===== src/rtl/store_aligner.sv =====
// Store aligner: shifts register data into word-aligned write beats with byte enables; a store that crosses a word boundary becomes two beats.
// The first beat is issued the cycle after accept, and beats hold while MemReady is low. Optional MISALIGNED_STORE_TRAP_EN turns crossing stores into a one-cycle StoreFault pulse.
module store_aligner #(
  parameter int BIT_COUNT = 32
) (
  input  logic                   clk,
  input  logic                   reset,
  input  logic                   StoreValid,
  output logic                   StoreReady,
  input  logic [BIT_COUNT-1:0]   StoreAddr,
  input  logic [BIT_COUNT-1:0]   StoreData,
  input  logic [1:0]             StoreSize,
  output logic                   MemValid,
  input  logic                   MemReady,
  output logic [BIT_COUNT-1:0]   MemAddr,
  output logic [BIT_COUNT-1:0]   MemWriteData,
  output logic [BIT_COUNT/8-1:0] MemByteEn,
  output logic                   Busy,
  output logic                   StoreFault
);
  localparam int BYTES = BIT_COUNT / 8;
  localparam int OFS   = $clog2(BYTES);

`ifdef MISALIGNED_STORE_TRAP_EN
  typedef enum logic [1:0] {IDLE, BEAT0, BEAT1, FAULT} state_t;
`else
  typedef enum logic [1:0] {IDLE, BEAT0, BEAT1} state_t;
`endif

  state_t                 state;
  logic [1:0]             eff_size;
  int                     nb;
  logic [BYTES-1:0]       size_mask;
  logic [BIT_COUNT-1:0]   data_mask;
  logic [OFS-1:0]         off;
  logic [2*BYTES-1:0]     wide_mask;
  logic [2*BIT_COUNT-1:0] wide_data;
  logic [BYTES-1:0]       mask_hi;
  logic [BIT_COUNT-1:0]   data_hi;

  // A doubleword request on a 32-bit datapath is narrowed to a word.
  always_comb begin
    eff_size  = StoreSize;
    size_mask = '0;
    data_mask = '0;
    if (BIT_COUNT == 32 && StoreSize == 2'b11) eff_size = 2'b10;
    nb = 1 << eff_size;
    for (int i = 0; i < BYTES; i++) begin
      size_mask[i]          = (i < nb);
      data_mask[8*i +: 8]   = {8{size_mask[i]}};
    end
    off       = StoreAddr[OFS-1:0];
    wide_mask = {{BYTES{1'b0}}, size_mask} << off;
    wide_data = {{BIT_COUNT{1'b0}}, StoreData & data_mask} << {off, 3'b000};
  end

  always_ff @(posedge clk) begin
    if (reset) begin
      state        <= IDLE;
      StoreReady   <= 1'b1;
      MemValid     <= 1'b0;
      MemAddr      <= '0;
      MemWriteData <= '0;
      MemByteEn    <= '0;
      Busy         <= 1'b0;
      mask_hi      <= '0;
      data_hi      <= '0;
`ifdef MISALIGNED_STORE_TRAP_EN
      StoreFault   <= 1'b0;
`endif
    end else begin
      case (state)
        IDLE: begin
          if (StoreValid) begin
            StoreReady <= 1'b0;
            Busy       <= 1'b1;
`ifdef MISALIGNED_STORE_TRAP_EN
            if (|wide_mask[2*BYTES-1:BYTES]) begin
              state      <= FAULT;
              StoreFault <= 1'b1;
            end else
`endif
            begin
              state        <= BEAT0;
              MemValid     <= 1'b1;
              MemAddr      <= {StoreAddr[BIT_COUNT-1:OFS], {OFS{1'b0}}};
              MemByteEn    <= wide_mask[BYTES-1:0];
              MemWriteData <= wide_data[BIT_COUNT-1:0];
              mask_hi      <= wide_mask[2*BYTES-1:BYTES];
              data_hi      <= wide_data[2*BIT_COUNT-1:BIT_COUNT];
            end
          end
        end
        BEAT0: begin
          if (MemReady) begin
            if (|mask_hi) begin
              state        <= BEAT1;
              MemAddr      <= MemAddr + BIT_COUNT'(BYTES);
              MemByteEn    <= mask_hi;
              MemWriteData <= data_hi;
            end else begin
              state      <= IDLE;
              MemValid   <= 1'b0;
              StoreReady <= 1'b1;
              Busy       <= 1'b0;
            end
          end
        end
        BEAT1: begin
          if (MemReady) begin
            state      <= IDLE;
            MemValid   <= 1'b0;
            StoreReady <= 1'b1;
            Busy       <= 1'b0;
          end
        end
`ifdef MISALIGNED_STORE_TRAP_EN
        FAULT: begin
          state      <= IDLE;
          StoreFault <= 1'b0;
          StoreReady <= 1'b1;
          Busy       <= 1'b0;
        end
`endif
        default: state <= IDLE;
      endcase
    end
  end

`ifndef MISALIGNED_STORE_TRAP_EN
  assign StoreFault = 1'b0;
`endif

endmodule


===== config.mk =====
export PLATFORM = sky130hd
export DESIGN_NAME = store_aligner
export DESIGN_NICKNAME = d
export VERILOG_FILES = /design/src/rtl/store_aligner.sv
export SDC_FILE = /design/constraint.sdc
export NUM_CORES = 1
export LEC_CHECK = 0
export CELL_PAD_IN_SITES_DETAIL_PLACEMENT = 1
export CELL_PAD_IN_SITES_GLOBAL_PLACEMENT = 2
export CORE_UTILIZATION = 29
export CTS_BUF_LIST = sky130_fd_sc_hd__clkbuf_16
export DETAILED_ROUTE_END_ITERATION = 8
export PLACE_DENSITY = 0.93
export SLEW_MARGIN = 5
export SYNTH_ARGS = -nofsm -noshare
export SYNTH_HDL_FRONTEND = slang
export SYNTH_SLANG_ARGS = --single-unit

===== constraint.sdc =====
create_clock -name clk -period 4.3 [get_ports clk]
set_input_delay 0.86 -clock clk [delete_from_list [all_inputs] [get_ports clk]]
set_output_delay 0.86 -clock clk [all_outputs]
set_load 0.02 [all_outputs]

---- Word-level counts from Yosys, hierarchy flattened ----
Index checks and enable logic that the tools add are counted.
cells by class
  add/sub/neg operators ................... 1
  reduce and logical (&&, ||, !) cells .... 8
  equal/unequal tests ..................... 8
  bitwise logic cells ..................... 1
  shift-type cells ........................ 3
  order comparisons ....................... 4
  mux-type cells .......................... 28
operators with widths
  kind                                                         number
  two-way mux 32 bit                                           6
  one-hot mux 32 bit (2 select lines)                          2
  less-than comparator 3 x 32 -> 1 bit (first input constant)  2
  << shifter 32 x 5 -> 64 bit                                  1
  adder 32 x 3 -> 32 bit (second input constant)               1
  AND 32 bit                                                   1
  less-than comparator 1 x 32 -> 1 bit (first input constant)  1
  less-than comparator 2 x 32 -> 1 bit (first input constant)  1
  << shifter 1 x 2 -> 32 bit (first input constant)            1
  two-way mux 4 bit                                            3
  two-way mux 2 bit                                            5
  inequality test 2 bit (second input constant)                5
  two-way mux 1 bit                                            8
  one-hot mux 4 bit (2 select lines)                           1
  << shifter 4 x 2 -> 8 bit                                    1
  one-hot mux 1 bit (3 select lines)                           2
  one-hot mux 2 bit (3 select lines)                           1
  AND reduction 5 bit                                          1
  equality test 2 bit (second input constant)                  2
  AND reduction 4 bit                                          1
  OR reduction 4 bit                                           1
  AND reduction 3 bit                                          1
  nonzero test 3 bit                                           1
  equality test 2 x 1 -> 1 bit (second input constant)         1
  other kinds (3)                                              3
word-level totals
  logic and storage cells ................. 61
  flip-flop bits (word level) ............. 108

---- Depth between registers and ports, before layout ----
  word-level depth ........................ 8
  depth in mapped cells ................... 9

---- Worst setup path before layout ----
OpenSTA, ideal clock, no wires.
  kind .................................... in2reg
  start ................................... in StoreSize[1]
  end ..................................... reg MemWriteData[18]
  data arrival time ....................... 2.070 ns
  cell stages on the path ................. 6
  required time ........................... 4.168 ns
  slack ................................... 2.097 ns
  library setup time ...................... 0.132 ns
  cells stage by stage .................... or2_2 > clkbuf_1 > a32o_1 > a221o_1 > o211ai_1 > a21oi_1
on the way
  cells in the longest elaborated chain, start to end .. 8
RTL lines
  element                                                       line  source
  start: declaration                                            12    input logic [1:0] StoreSize,
  equality test 2 bit                                           46    if (BIT_COUNT == 32 && StoreSize == 2'b11) eff_size = 2'b10;
  two-way mux 2 bit *                                           46
  << shifter 1 x 2 -> 32 bit *                                  47    nb = 1 << eff_size;
  less-than comparator 1 x 32 -> 1 bit (tied with other cells)  49    size_mask[i] = (i < nb);
  AND 32 bit *                                                  54    wide_data = {{BIT_COUNT{1'b0}}, StoreData & data_mask} << {off, 3'b000};
  << shifter 32 x 5 -> 64 bit *                                 54
  two-way mux 32 bit *                                          74    if (StoreValid) begin
  one-hot mux 32 bit (2 select lines) *                         72    case (state)
  end signal: assignment                                        88    MemWriteData <= wide_data[BIT_COUNT-1:0];
  end signal: assignment                                        100   MemWriteData <= data_hi;
  end: declaration                                              16    output logic [BIT_COUNT-1:0] MemWriteData,
Mark *: on every way between the ends. The rest lies on a longest branch, timed or not. The select of a mux whose other input is x is not followed.
A chain may end at the register's enable or synchronous reset.

---- Worst setup path in the final report ----
  start ................................... in StoreAddr[1]
  end ..................................... reg data_hi[21]
on the way
  cells in the longest elaborated chain, start to end .. 1
RTL lines
  element                      line  source
  start: declaration           10    input logic [BIT_COUNT-1:0] StoreAddr,
  << shifter 32 x 5 -> 64 bit  54
  end signal: assignment       90    data_hi <= wide_data[2*BIT_COUNT-1:BIT_COUNT];
  end: declaration             39    logic [BIT_COUNT-1:0] data_hi;
Every way passes these cells.

==> metrics <==
Slew HR 0.1557; Site Rows 48; power share of the combinational group 0.339; critical path data required time roughly 4.6 ns; drt initial violations just under 400; Overflow after GRT 0; TritonCTS Buffers 9; Setup Skew approximately 0.008 ns; design area around 6900 um^2; IO Port Bufs 138; status finished, final reports clean; Worst setup SP type primary input; H-tree depth 3; Min-Delay Path Class reg -> reg; worst setup path category in -> reg; worst-margin pin slew 1.257 ns; Seq/Total Area, Yosys 0.3825; total track usage 0.2193; Pwr per Cell Area between 400 and 500 nW/um^2; IR drop worst, VDD 0.1919 mV; die area approximately 18,000 um^2; first-pass GRT wire length around 31,000 um; commonest non-fill, non-tap cells in the layout clkdlybuf4s50_1 (137), dfxtp_1 (97), nor2_1 (89); Max-Cap Viols 0; post-DR wirelength/cell 20.32 um; Total Neg Setup Slack 0 ns; sw power 1030 uW; fin util 0.4030; Crit. End Element flip-flop; clk_lat worst skew about 0.35 ns; Initial DRT Pass Iterations 6; CP max stage delay between 1 and 1.5 ns; minimum clock period around 3.0 ns; Root Buffer clkbuf_16; Synth Warn # 0; Post-Syn Area approximately 5100 um^2; clock sink count a little under 100; final setup fails 0; commonest non-fill, non-tap cell in the layout clkdlybuf4s50_1; largest net degree at the start of global routing 52; initial antenna violation count 0; Synth cell types 60; final hold violations 0; DIE HEIGHT 134.3 um; Pint between 1500 and 2000 uW; Std-Cell Core Area about 17,000 um^2; fillers 2,068; share of post-route cells with drive strength above 1 0.06855; clock transition at the registers of the reported paths approximately 0.060 ns; CP arrival about 3.3 ns; CTS tree done; Post-CTS Setup Inserts 0; Clk pwr share 0.276; RSZ-0062 raised after global routing false; ys async rst share 0; area of placed instances between 6000 and 7000 um^2; I/O Pins around 140; Initial Util 0.2955; final wirelength between 15,000 and 20,000 um; share of power burned in registers 0.385; Final WS setup 1.274 ns; die width between 100 and 150 um; net switching share of the total power 0.3566; # diodes 0; Post-route DRC 0; pre-CTS WS slightly above 1 ns; crit-path cells clkdlybuf4s50_1 -> buf_4 -> inv_1 -> nor3_1 -> a22oi_1 -> nor2_1; Tcrit/Tclk final 0.7038; Static Leak 0.002461 uW; detail-routed via count per cell about 5.8; DP Wirelength around 14,000 um; deepest clock path buffer count 2; critical path fanouts, max 18; Max Clock Freq 330.5 MHz; Main synth FF type dfxtp_1; fin nets ~820; max-slew violations 0; PostCTS Resize Cnt 0; Syn Inst Count 631; vias in the first global route 5,850; CP max stage cell nor3_1; Routed Antenna Nets 0; post-synthesis register bit count just under 100; Area Growth Syn to Fin 36.36%; post-synthesis area per instance slightly above 8 um^2; RD Place Congestion 0.8820; Vias roughly 5,600; Post-CTS Hold Buffers 0; Post-synth EDFFs 0
cells in the mapped netlist (3+ instances only):
cell type	instances	area share
dfxtp_1	97	0.38
nand2_1	52	0.038
a222oi_1	8	0.016
a21o_1	4	0.0059
nand3_1	9	0.0089
nand3b_1	6	0.0089
and2_1	3	0.0037
nand4_1	7	0.0086
nor3_1	40	0.039
and4_1	4	0.0069
a21oi_1	41	0.040
buf_1	5	0.0037
nor2b_1	5	0.0062
mux2_2	10	0.022
a31oi_1	8	0.0099
ha_1	5	0.012
nand2b_1	4	0.0049
mux2i_1	7	0.014
nor4_1	5	0.0062
a211oi_1	12	0.018
o211ai_1	9	0.013
a221o_1	8	0.016
a311oi_1	3	0.0052
a32oi_1	5	0.0086
o21ai_0	26	0.026
a22oi_1	22	0.033
and3_1	11	0.014
inv_1	7	0.0052
buf_2	3	0.0030
nor2_1	89	0.066
buf_4	4	0.0059
a221oi_1	18	0.031
a32o_1	8	0.016
clkbuf_1	47	0.035
critical path, delay by kind of cell:
kind	cells	cell delay, ns
AOI/OAI and AO/OA	1	0.18
and+or+nand+nor	2	1.25
buffers and inverters	3	1.00
cells by family (layout without fill, tap and decap cells):
| family | after synthesis | in the layout | share of synthesized area |
|---|---|---|---|
| AND/OR/NAND/NOR | 245 | 245 | 0.2312 |
| AO/OA/AOI/OAI | 200 | 200 | 0.2847 |
| flip-flops | 97 | 97 | 0.3825 |
| buffers and inverters | 66 | 177 | 0.05250 |
| multiplexers | 17 | 17 | 0.03599 |
| adder cells (fa/ha/maj) | 5 | 5 | 0.01232 |
| other | 1 | 3 | 0.0007388 |
metal layers:
layer / vias up / share of wire / GRT usage / wire (um)
met5: - / 0 / 0 / 0
met4: 0 / 0.017 / 0.06180 / 333
met3: 23 / 0.056 / 0.04195 / 1101
met2: 188 / 0.49 / 0.3869 / 9726
met1: 2777 / 0.43 / 0.2701 / 8528
li1: 2596 / - / - / -
flip-flops by register name, indices dropped and copies added, names as in the netlist:
name	cells
Busy	1
MemAddr	30
MemByteEn	4
MemWriteData	32
StoreReady	1
data_hi	24
mask_hi	3
state	2
cell type report:
class                   instances  area, um^2  area share
multi-input cells             470        2890      0.4176
flip-flops and latches         97        1942      0.2805
repair buffers                155        1504      0.2173
well taps                     225       281.5     0.04067
clock buffers                   9       225.2     0.03254
clock inverters                 6       52.55    0.007592
inverters                       7       26.28    0.003796
through the flow:
stage,hold slack [ns],total power [uW],instances
finish,0.4580,2888,969
global route,0.4865,3039,969
CTS,0.4637,2916,969
detailed placement,0.4547,2116,954
global placement,0.4517,2083,954
floorplan,0.4538,1663,633
power by group through the flow:
stage	clock (uW)	sequential, uW	combinational (uW)
after floorplan	0	1210	450
after global placement	0	1120	958
after detailed placement	0	1130	985
after CTS	816	1110	988
after global routing	853	1130	1060
final	796	1110	979
final timing paths:
path                     from          endpoint  slack [ns]  depth (start not counted)
min          MemWriteData[16]  MemWriteData[16]        0.46                          2
min reg2reg  MemWriteData[16]  MemWriteData[16]        0.46                          2
max              StoreAddr[1]       data_hi[21]        1.27                          6
max reg2reg          state[1]  MemWriteData[14]        1.50                          8
No activity file was read; power rests on OpenSTA's default activity.
